**config.mk**
```make
export PLATFORM = sky130hd
export DESIGN_NAME = clock_phase_gen
export DESIGN_NICKNAME = d
export VERILOG_FILES = /design/src/rtl/clock_phase_gen.sv
export SDC_FILE = /design/constraint.sdc
export NUM_CORES = 1
export LEC_CHECK = 0
export CAP_MARGIN = 10
export CORE_AREA = 2 2 73 75
export CTS_BUF_LIST = sky130_fd_sc_hd__clkbuf_8
export CTS_CLUSTER_DIAMETER = 200
export DETAILED_ROUTE_END_ITERATION = 6
export DIE_AREA = 0 0 75 77
export MAX_ROUTING_LAYER = met4
export PLACE_DENSITY = 0.57
export SLEW_MARGIN = 25
export SYNTH_ARGS = -nofsm -noshare
export SYNTH_HDL_FRONTEND = slang
export SYNTH_SLANG_ARGS = --single-unit
```
**constraint.sdc**
```tcl
create_clock -name clk_i -period 2.12 [get_ports clk_i]
set_input_delay 0.424 -clock clk_i [delete_from_list [all_inputs] [get_ports clk_i]]
set_output_delay 0.424 -clock clk_i [all_outputs]
set_load 0.005 [all_outputs]
```
**src/rtl/clock_phase_gen.sv**
```systemverilog
// clock_phase_gen: two-phase, non-overlapping clock-enable generator for the
// latch-based datapath. Produces registered complementary enable pairs
// PHI1/nPHI1 (master rank) and PHI2/nPHI2 (slave rank), with run/halt,
// single-step control and a completed-cycle counter for the debug LEDs.
//
// Ports:
//   clk_i        board oscillator, all state changes on its rising edge
//   rst_i        asynchronous active-high reset
//   run_i        level, free-running when high
//   step_i       debounced button level, rising edge requests one CPU cycle
//   div_i        phase length minus 1, in clk_i cycles
//   phi1_o       master-rank latch enable
//   nphi1_o      complement of phi1_o
//   phi2_o       slave-rank latch enable
//   nphi2_o      complement of phi2_o
//   halted_o     high while the FSM is in HALT
//   cycle_cnt_o  completed CPU cycles, wraps modulo 2^CNT_W
module clock_phase_gen #(
  parameter int unsigned DIV_W = 8,
  parameter int unsigned CNT_W = 16
) (
  input  logic             clk_i,
  input  logic             rst_i,
  input  logic             run_i,
  input  logic             step_i,
  input  logic [DIV_W-1:0] div_i,
  output logic             phi1_o,
  output logic             nphi1_o,
  output logic             phi2_o,
  output logic             nphi2_o,
  output logic             halted_o,
  output logic [CNT_W-1:0] cycle_cnt_o
);

  typedef enum logic [2:0] {
    StHalt,
    StP1,
    StG1,
    StP2,
    StG2
  } state_e;

  state_e             state_q, state_d;
  logic [DIV_W-1:0]   div_cnt_q, div_cnt_d;
  logic [CNT_W-1:0]   cycle_cnt_q, cycle_cnt_d;
  logic               step_q;
  logic               step_edge;

  logic phi1_q, nphi1_q, phi2_q, nphi2_q, halted_q;

  assign step_edge = step_i & ~step_q;

  // Next-state logic. The divider is loaded on entry to each phase so a DIV
  // change mid-phase only affects the following phase.
  always_comb begin
    state_d     = state_q;
    div_cnt_d   = div_cnt_q;
    cycle_cnt_d = cycle_cnt_q;

    unique case (state_q)
      StHalt: begin
        // Step edges are only honoured here; elsewhere they are dropped.
        if (run_i || step_edge) begin
          state_d   = StP1;
          div_cnt_d = div_i;
        end
      end
      StP1: begin
        if (div_cnt_q == '0) begin
          state_d = StG1;
        end else begin
          div_cnt_d = div_cnt_q - 1'b1;
        end
      end
      StG1: begin
        state_d   = StP2;
        div_cnt_d = div_i;
      end
      StP2: begin
        if (div_cnt_q == '0) begin
          state_d = StG2;
        end else begin
          div_cnt_d = div_cnt_q - 1'b1;
        end
      end
      StG2: begin
        cycle_cnt_d = cycle_cnt_q + 1'b1;
        // RUN is only consulted at the cycle boundary, so dropping it never
        // truncates a phase.
        if (run_i) begin
          state_d   = StP1;
          div_cnt_d = div_i;
        end else begin
          state_d = StHalt;
        end
      end
      default: begin
        state_d = StHalt;
      end
    endcase
  end

  always_ff @(posedge clk_i or posedge rst_i) begin
    if (rst_i) begin
      state_q     <= StHalt;
      div_cnt_q   <= '0;
      cycle_cnt_q <= '0;
      step_q      <= 1'b0;
    end else begin
      state_q     <= state_d;
      div_cnt_q   <= div_cnt_d;
      cycle_cnt_q <= cycle_cnt_d;
      step_q      <= step_i;
    end
  end

  // Outputs are flops decoded from the next state: glitch-free, no input to
  // PHI path, and each complement is its own flop so the pair never skews.
  always_ff @(posedge clk_i or posedge rst_i) begin
    if (rst_i) begin
      phi1_q   <= 1'b0;
      nphi1_q  <= 1'b1;
      phi2_q   <= 1'b0;
      nphi2_q  <= 1'b1;
      halted_q <= 1'b1;
    end else begin
      phi1_q   <= (state_d == StP1);
      nphi1_q  <= (state_d != StP1);
      phi2_q   <= (state_d == StP2);
      nphi2_q  <= (state_d != StP2);
      halted_q <= (state_d == StHalt);
    end
  end

  assign phi1_o      = phi1_q;
  assign nphi1_o     = nphi1_q;
  assign phi2_o      = phi2_q;
  assign nphi2_o     = nphi2_q;
  assign halted_o    = halted_q;
  assign cycle_cnt_o = cycle_cnt_q;

endmodule

```
======== Yosys cells after proc, flatten, opt, wreduce, memory -nomap -nowiden ========
Cells that the tools add are included.
storage, ports and cells
  register bits after elaboration ......... 33
  bits in latches ......................... 0
  memory bits (writable) .................. 0
  bits in read-only memories .............. 0
  input port bits ......................... 12
  logic and storage cells ................. 40
  memories kept ........................... 0
operators by class
  add/subtract/negate cells ............... 2
  multipliers ............................. 0
  divide/modulo/power cells ............... 0
  order comparisons ....................... 0
  eq/ne operators ......................... 11
  shift operators ......................... 0
  mux-type cells .......................... 9
  bitwise operators ....................... 2
  reductions and logical operators ........ 7
operators by type and width
  operator                                                count
  one-hot mux 8 bit (4 select lines)                      1
  two-way mux 8 bit                                       3
  adder 16 x 1 -> 16 bit (second input constant)          1
  one-hot mux 3 bit (5 select lines)                      1
  == test 3 x 2 -> 1 bit (second input constant)          3
  two-way mux 3 bit                                       3
  logical NOT 8 bit                                       1
  subtractor 8 x 1 -> 8 bit (second input constant)       1
  == test 3 x 1 -> 1 bit (second input constant)          2
  logical NOT 3 bit                                       2
  inequality test 2 bit (second input constant)           3
  AND reduction 4 bit                                     1
  nonzero test 4 bit                                      1
  == test 3 bit (second input constant)                   1
  inequality test 3 x 1 -> 1 bit (second input constant)  1
  inequality test 3 x 2 -> 1 bit (second input constant)  1
  OR reduction 2 bit                                      1
  bitwise AND 1 bit                                       1
  logical OR 1 bit                                        1
  two-way mux 1 bit                                       1
  inverter 1 bit                                          1

======== Longest topological paths before layout ========
  depth in word-level cells ............... 6
  gate-level depth with buffers ........... 6

======== Worst setup path after synthesis ========
Ideal clock, no wire load.
  path kind ............................... register to register
  start point ............................. register div_cnt_q[0]
  end point ............................... register nphi1_q (netlist: nphi1_o)
  library setup time ...................... 0.084 ns
  data arrival time ....................... 1.401 ns
  required time ........................... 2.036 ns
  slack ................................... 0.635 ns
  stages on the path, launching flop included .. 7
  period minus slack after synthesis ...... 1.485 ns
  path through ............................ dfrtp_1 -> inv_1 -> ha_1 -> and4bb_2 -> nand3_1 -> o21ai_4 -> or2_2
between the ends
  cells in the longest elaborated chain, start to end .. 4
ends and longest elaborated chain
  what                                  line    RTL
  from (decl)                           44      logic [DIV_W-1:0] div_cnt_q, div_cnt_d;
  from (signal assigned)                111     div_cnt_q <= div_cnt_d;
  logical NOT 8 bit *                   69, 80
  two-way mux 3 bit (on tied branches)  80, 69
  one-hot mux 3 bit (5 select lines) *  60      unique case (state_q)
  inequality test 3 x 1 -> 1 bit *      128     nphi1_q <= (state_d != StP1);
  to (signal assigned)                  128
  to (decl)                             49      logic phi1_q, nphi1_q, phi2_q, nphi2_q, halted_q;
Mark *: on every way between the ends. The rest lies on a longest branch, timed or not.
A chain may end at the register's enable or synchronous reset.

======== Worst setup path in the final report ========
  start point ............................. register cycle_cnt_q[4] (netlist: cycle_cnt_o[4])
  end point ............................... output port cycle_cnt_o[4]
RTL lines
  what                    line  RTL
  from (decl)             45    logic [CNT_W-1:0] cycle_cnt_q, cycle_cnt_d;
  from (signal assigned)  112   cycle_cnt_q <= cycle_cnt_d;
  to (decl)               32    output logic [CNT_W-1:0] cycle_cnt_o
No word-level cell between the ends.

==> run_results.csv <==
group,metric,value,unit
floorplanning,num_io_pins,33,
critical_path,cp_num_buf_inv,1,
critical_path,arrival,1.36,ns
synth,yosysWarnings,0,
critical_path,crit_chain,"clkdlybuf4s50_1",
cts,cts-root-buf,"clkbuf_8",
critical_path,required,1.70,ns
global_routing,grtUsageTotal,12.96,%
floorplanning,rows,26,
global_routing,grt_pass1_wl,5637,microns
floorplanning,die-area,5775,sq um
floorplanning,start_util,31.85,%
run_status,status,"finished clean",
drt,wire_per_inst,13.05,microns
global_routing,grt_pass1_vias,1212,
cts,post_cts_buffers,0,
global_routing,grt-busiest-layer,"met2",
drt,vias,1241,
drt,ant_nets,0,
critical_path,start_kind,"flop",
synth,yosysSeqAreaShare,52.33,%
cts,cts_made_buffers,5,
cts,holdBufCountCts,0,
synth,syn_area_per_cell,10.71,sq um
critical_path,crit_type,"reg2out",
critical_path,cpPeakStageDelay,0.57,ns
drt,wl,3314,microns
synth,yosysTopAreaCell,"dfrtp_1",
timing,min_period,1.785,ns
timing,timing.final.ws_setup,0.3348,ns
timing,setup_viol,0,
cts,cts_tree,"done",
finish,drive_gt1_share,10.33,%
synth,syn_nets,162,
drt,drtIter0Drc,60,
synth,syn_area,1585,sq um
pwr,p_leak,0.0008549,uW
timing,fmax,560.2,MHz
synth,synth_top_area_share,47.36,%
timing,finalClockSkew,0.01168,ns
global_routing,use_met2,18.42,%
global_routing,grt_overflow_total,0,
global_routing,grt_use_met1,16.76,%
synth,synthArstFlopShare,100.0,%
pwr,ir_worst_vdd,0.4099,mV
timing,slew_viol_final,0,
floorplanning,core_area,4977,sq um
drt,drt_pre_antenna_iters,4,
finish,stdcell_area,2069,sq um
timing,finalCritPeriodShare,84.21,%
finish,final_common_cell,"clkdlybuf4s50_1",
worst_hold_path,hold_path.class,"reg2reg",
cts,clock_sinks,33,
critical_path,endpoint_kind,"primary output",
floorplanning,die_width,75,microns
placed_design,dp_slack,0.3086,ns
placed_design,place_congestion,0.9283,
cts,path_clk_slew,0.06,ns
placed_design,postPlaceCellArea,1979,sq um
finish,num-fill-cells,480,
critical_path,r2r_slack,0.44,ns
synth,synth.area.top_cells,"dfrtp_1, xnor2_1, dfstp_2",
synth,ys.flop_type,"dfrtp_1",
global_routing,grt_use_met3,4.205,%
finish,final_nets,197,
finish,layout_common_cells,"clkdlybuf4s50_1, dfrtp_1, xnor2_1",
timing,worstMarginPinSlew,0.5354,ns
cts,cts_resized,0,
placed_design,io_buffers,32,
drt,vias_per_cell,4.886,
synth,synth_cell_types,38,
timing,hold_ws,0.4724,ns
drt,drc,0,
critical_path,cp_top_family,"buffers and inverters",
finish,syn2layout_area_growth,30.54,%
global_routing,grt_max_degree,34,
cts,clk_latency,0.28,ns
synth,synth_seq_cells,33,
placed_design,hpwl,2400,microns
critical_path,cpMaxStageDelayCell,"clkdlybuf4s50_1",
floorplanning,dieHeight,77,microns
synth,syn_inst,148,
cts,clk_path_buf_depth,2,
flow_run,maxCapViolations,0,
timing,final_hold_viol_count,0,
timing,slew_headroom,64.31,%
critical_path,cp_max_fo,10,
global_routing,antenna_found_initial,0,
pwr,pwr_density_cell,1025,nW/um^2
synth,synth-edff-count,0,
timing,setup_tns,0,ns
finish,antenna_cells,0,
cts,ctsHtreeMaxLevel,2,
timing,rsz0062_at_grt,"no",
==> routing by layer <==
layer | wire (microns) | up-vias | part of all wire [%]
li1 | - | 590 | -
met1 | 1458 | 587 | 44
met2 | 1575 | 53 | 48
met3 | 205 | 11 | 6.2
met4 | 74 | 0 | 2.2
met5 | 0 | - | 0
==> path summary, 6_finish.rpt <==
| kind | endpoint | cells after the start | startpoint |
|---|---|---|---|
| setup / recovery | cycle_cnt_o[4] | 1 | cycle_cnt_o[4]$_DFFE_PP0N_ |
| hold / removal | cycle_cnt_o[15]$_DFFE_PP0N_ | 1 | cycle_cnt_o[15]$_DFFE_PP0N_ |
| setup reg to reg | div_cnt_q[1]$_DFFE_PP0P_ | 6 | div_cnt_q[0]$_DFFE_PP0P_ |
| hold reg to reg | cycle_cnt_o[15]$_DFFE_PP0N_ | 1 | cycle_cnt_o[15]$_DFFE_PP0N_ |
| max in group asynchronous | nphi1_o$_DFF_PP1_ | 3 | rst_i |
| min in group asynchronous | div_cnt_q[3]$_DFFE_PP0P_ | 3 | rst_i |
==> state kept, by name, summed over array words and instances, names as in the netlist <==
signal       flops
halted_o         1
step_q           1
state_q          3
div_cnt_q        8
phi2_o           1
nphi1_o          1
nphi2_o          1
cycle_cnt_o     16
phi1_o           1
==> metrics by stage <==
stage                     utilization (%)  cells  total power, uW
after floorplan                         -    148             1408
after global placement              39.77    246             1640
after detailed placement            39.77    246             1653
after CTS                           41.58    254             2143
after global routing                41.58    254             2267
final                               41.58    254             2121
==> synth_stat cells (2+ instances only) <==
master     number
and2_1          2
o2bb2ai_1       7
dfstp_2         3
nor3_1          5
ha_1            2
buf_2           5
nand2b_1        3
and4_1          2
o21ai_0         4
a21oi_1         5
o22ai_1         4
nor4_1          2
nand3_1         7
inv_1           6
and3_1          4
nor2b_1         2
xnor2_1        15
or3_1           2
nand4_1         6
dfrtp_1        30
nand2_1         8
nor2_1          8
==> power by group <==
| part | switching (uW) | internal, uW | leakage [uW] |
|---|---|---|---|
| Sequential | 123 | 787 | 0.000423 |
| Clock | 219 | 255 | 0.0000538 |
| Combinational | 383 | 353 | 0.000378 |
| Total | 726 | 1390 | 0.000855 |
==> cell type report <==
class / count / area, sq um / share of cell area, %
Inverter: 6 / 22.52 / 1.088
Clock inverter: 2 / 7.507 / 0.3628
Tap cell: 70 / 87.58 / 4.232
Sequential cell: 33 / 829.5 / 40.08
Multi-Input combinational cell: 103 / 704.4 / 34.04
Timing Repair Buffer: 34 / 335.3 / 16.20
Clock buffer: 6 / 82.58 / 3.990
==> cells by family after synthesis <==
group / synth area share [%]
AO/OA/AOI/OAI: 11.37
XOR/XNOR: 8.840
adder cells (fa/ha/maj): 1.578
buffers and inverters: 3.235
flip-flops: 52.33
multiplexers: 1.342
AND/OR/NAND/NOR: 21.31
Power figures use the tool's default switching activity.
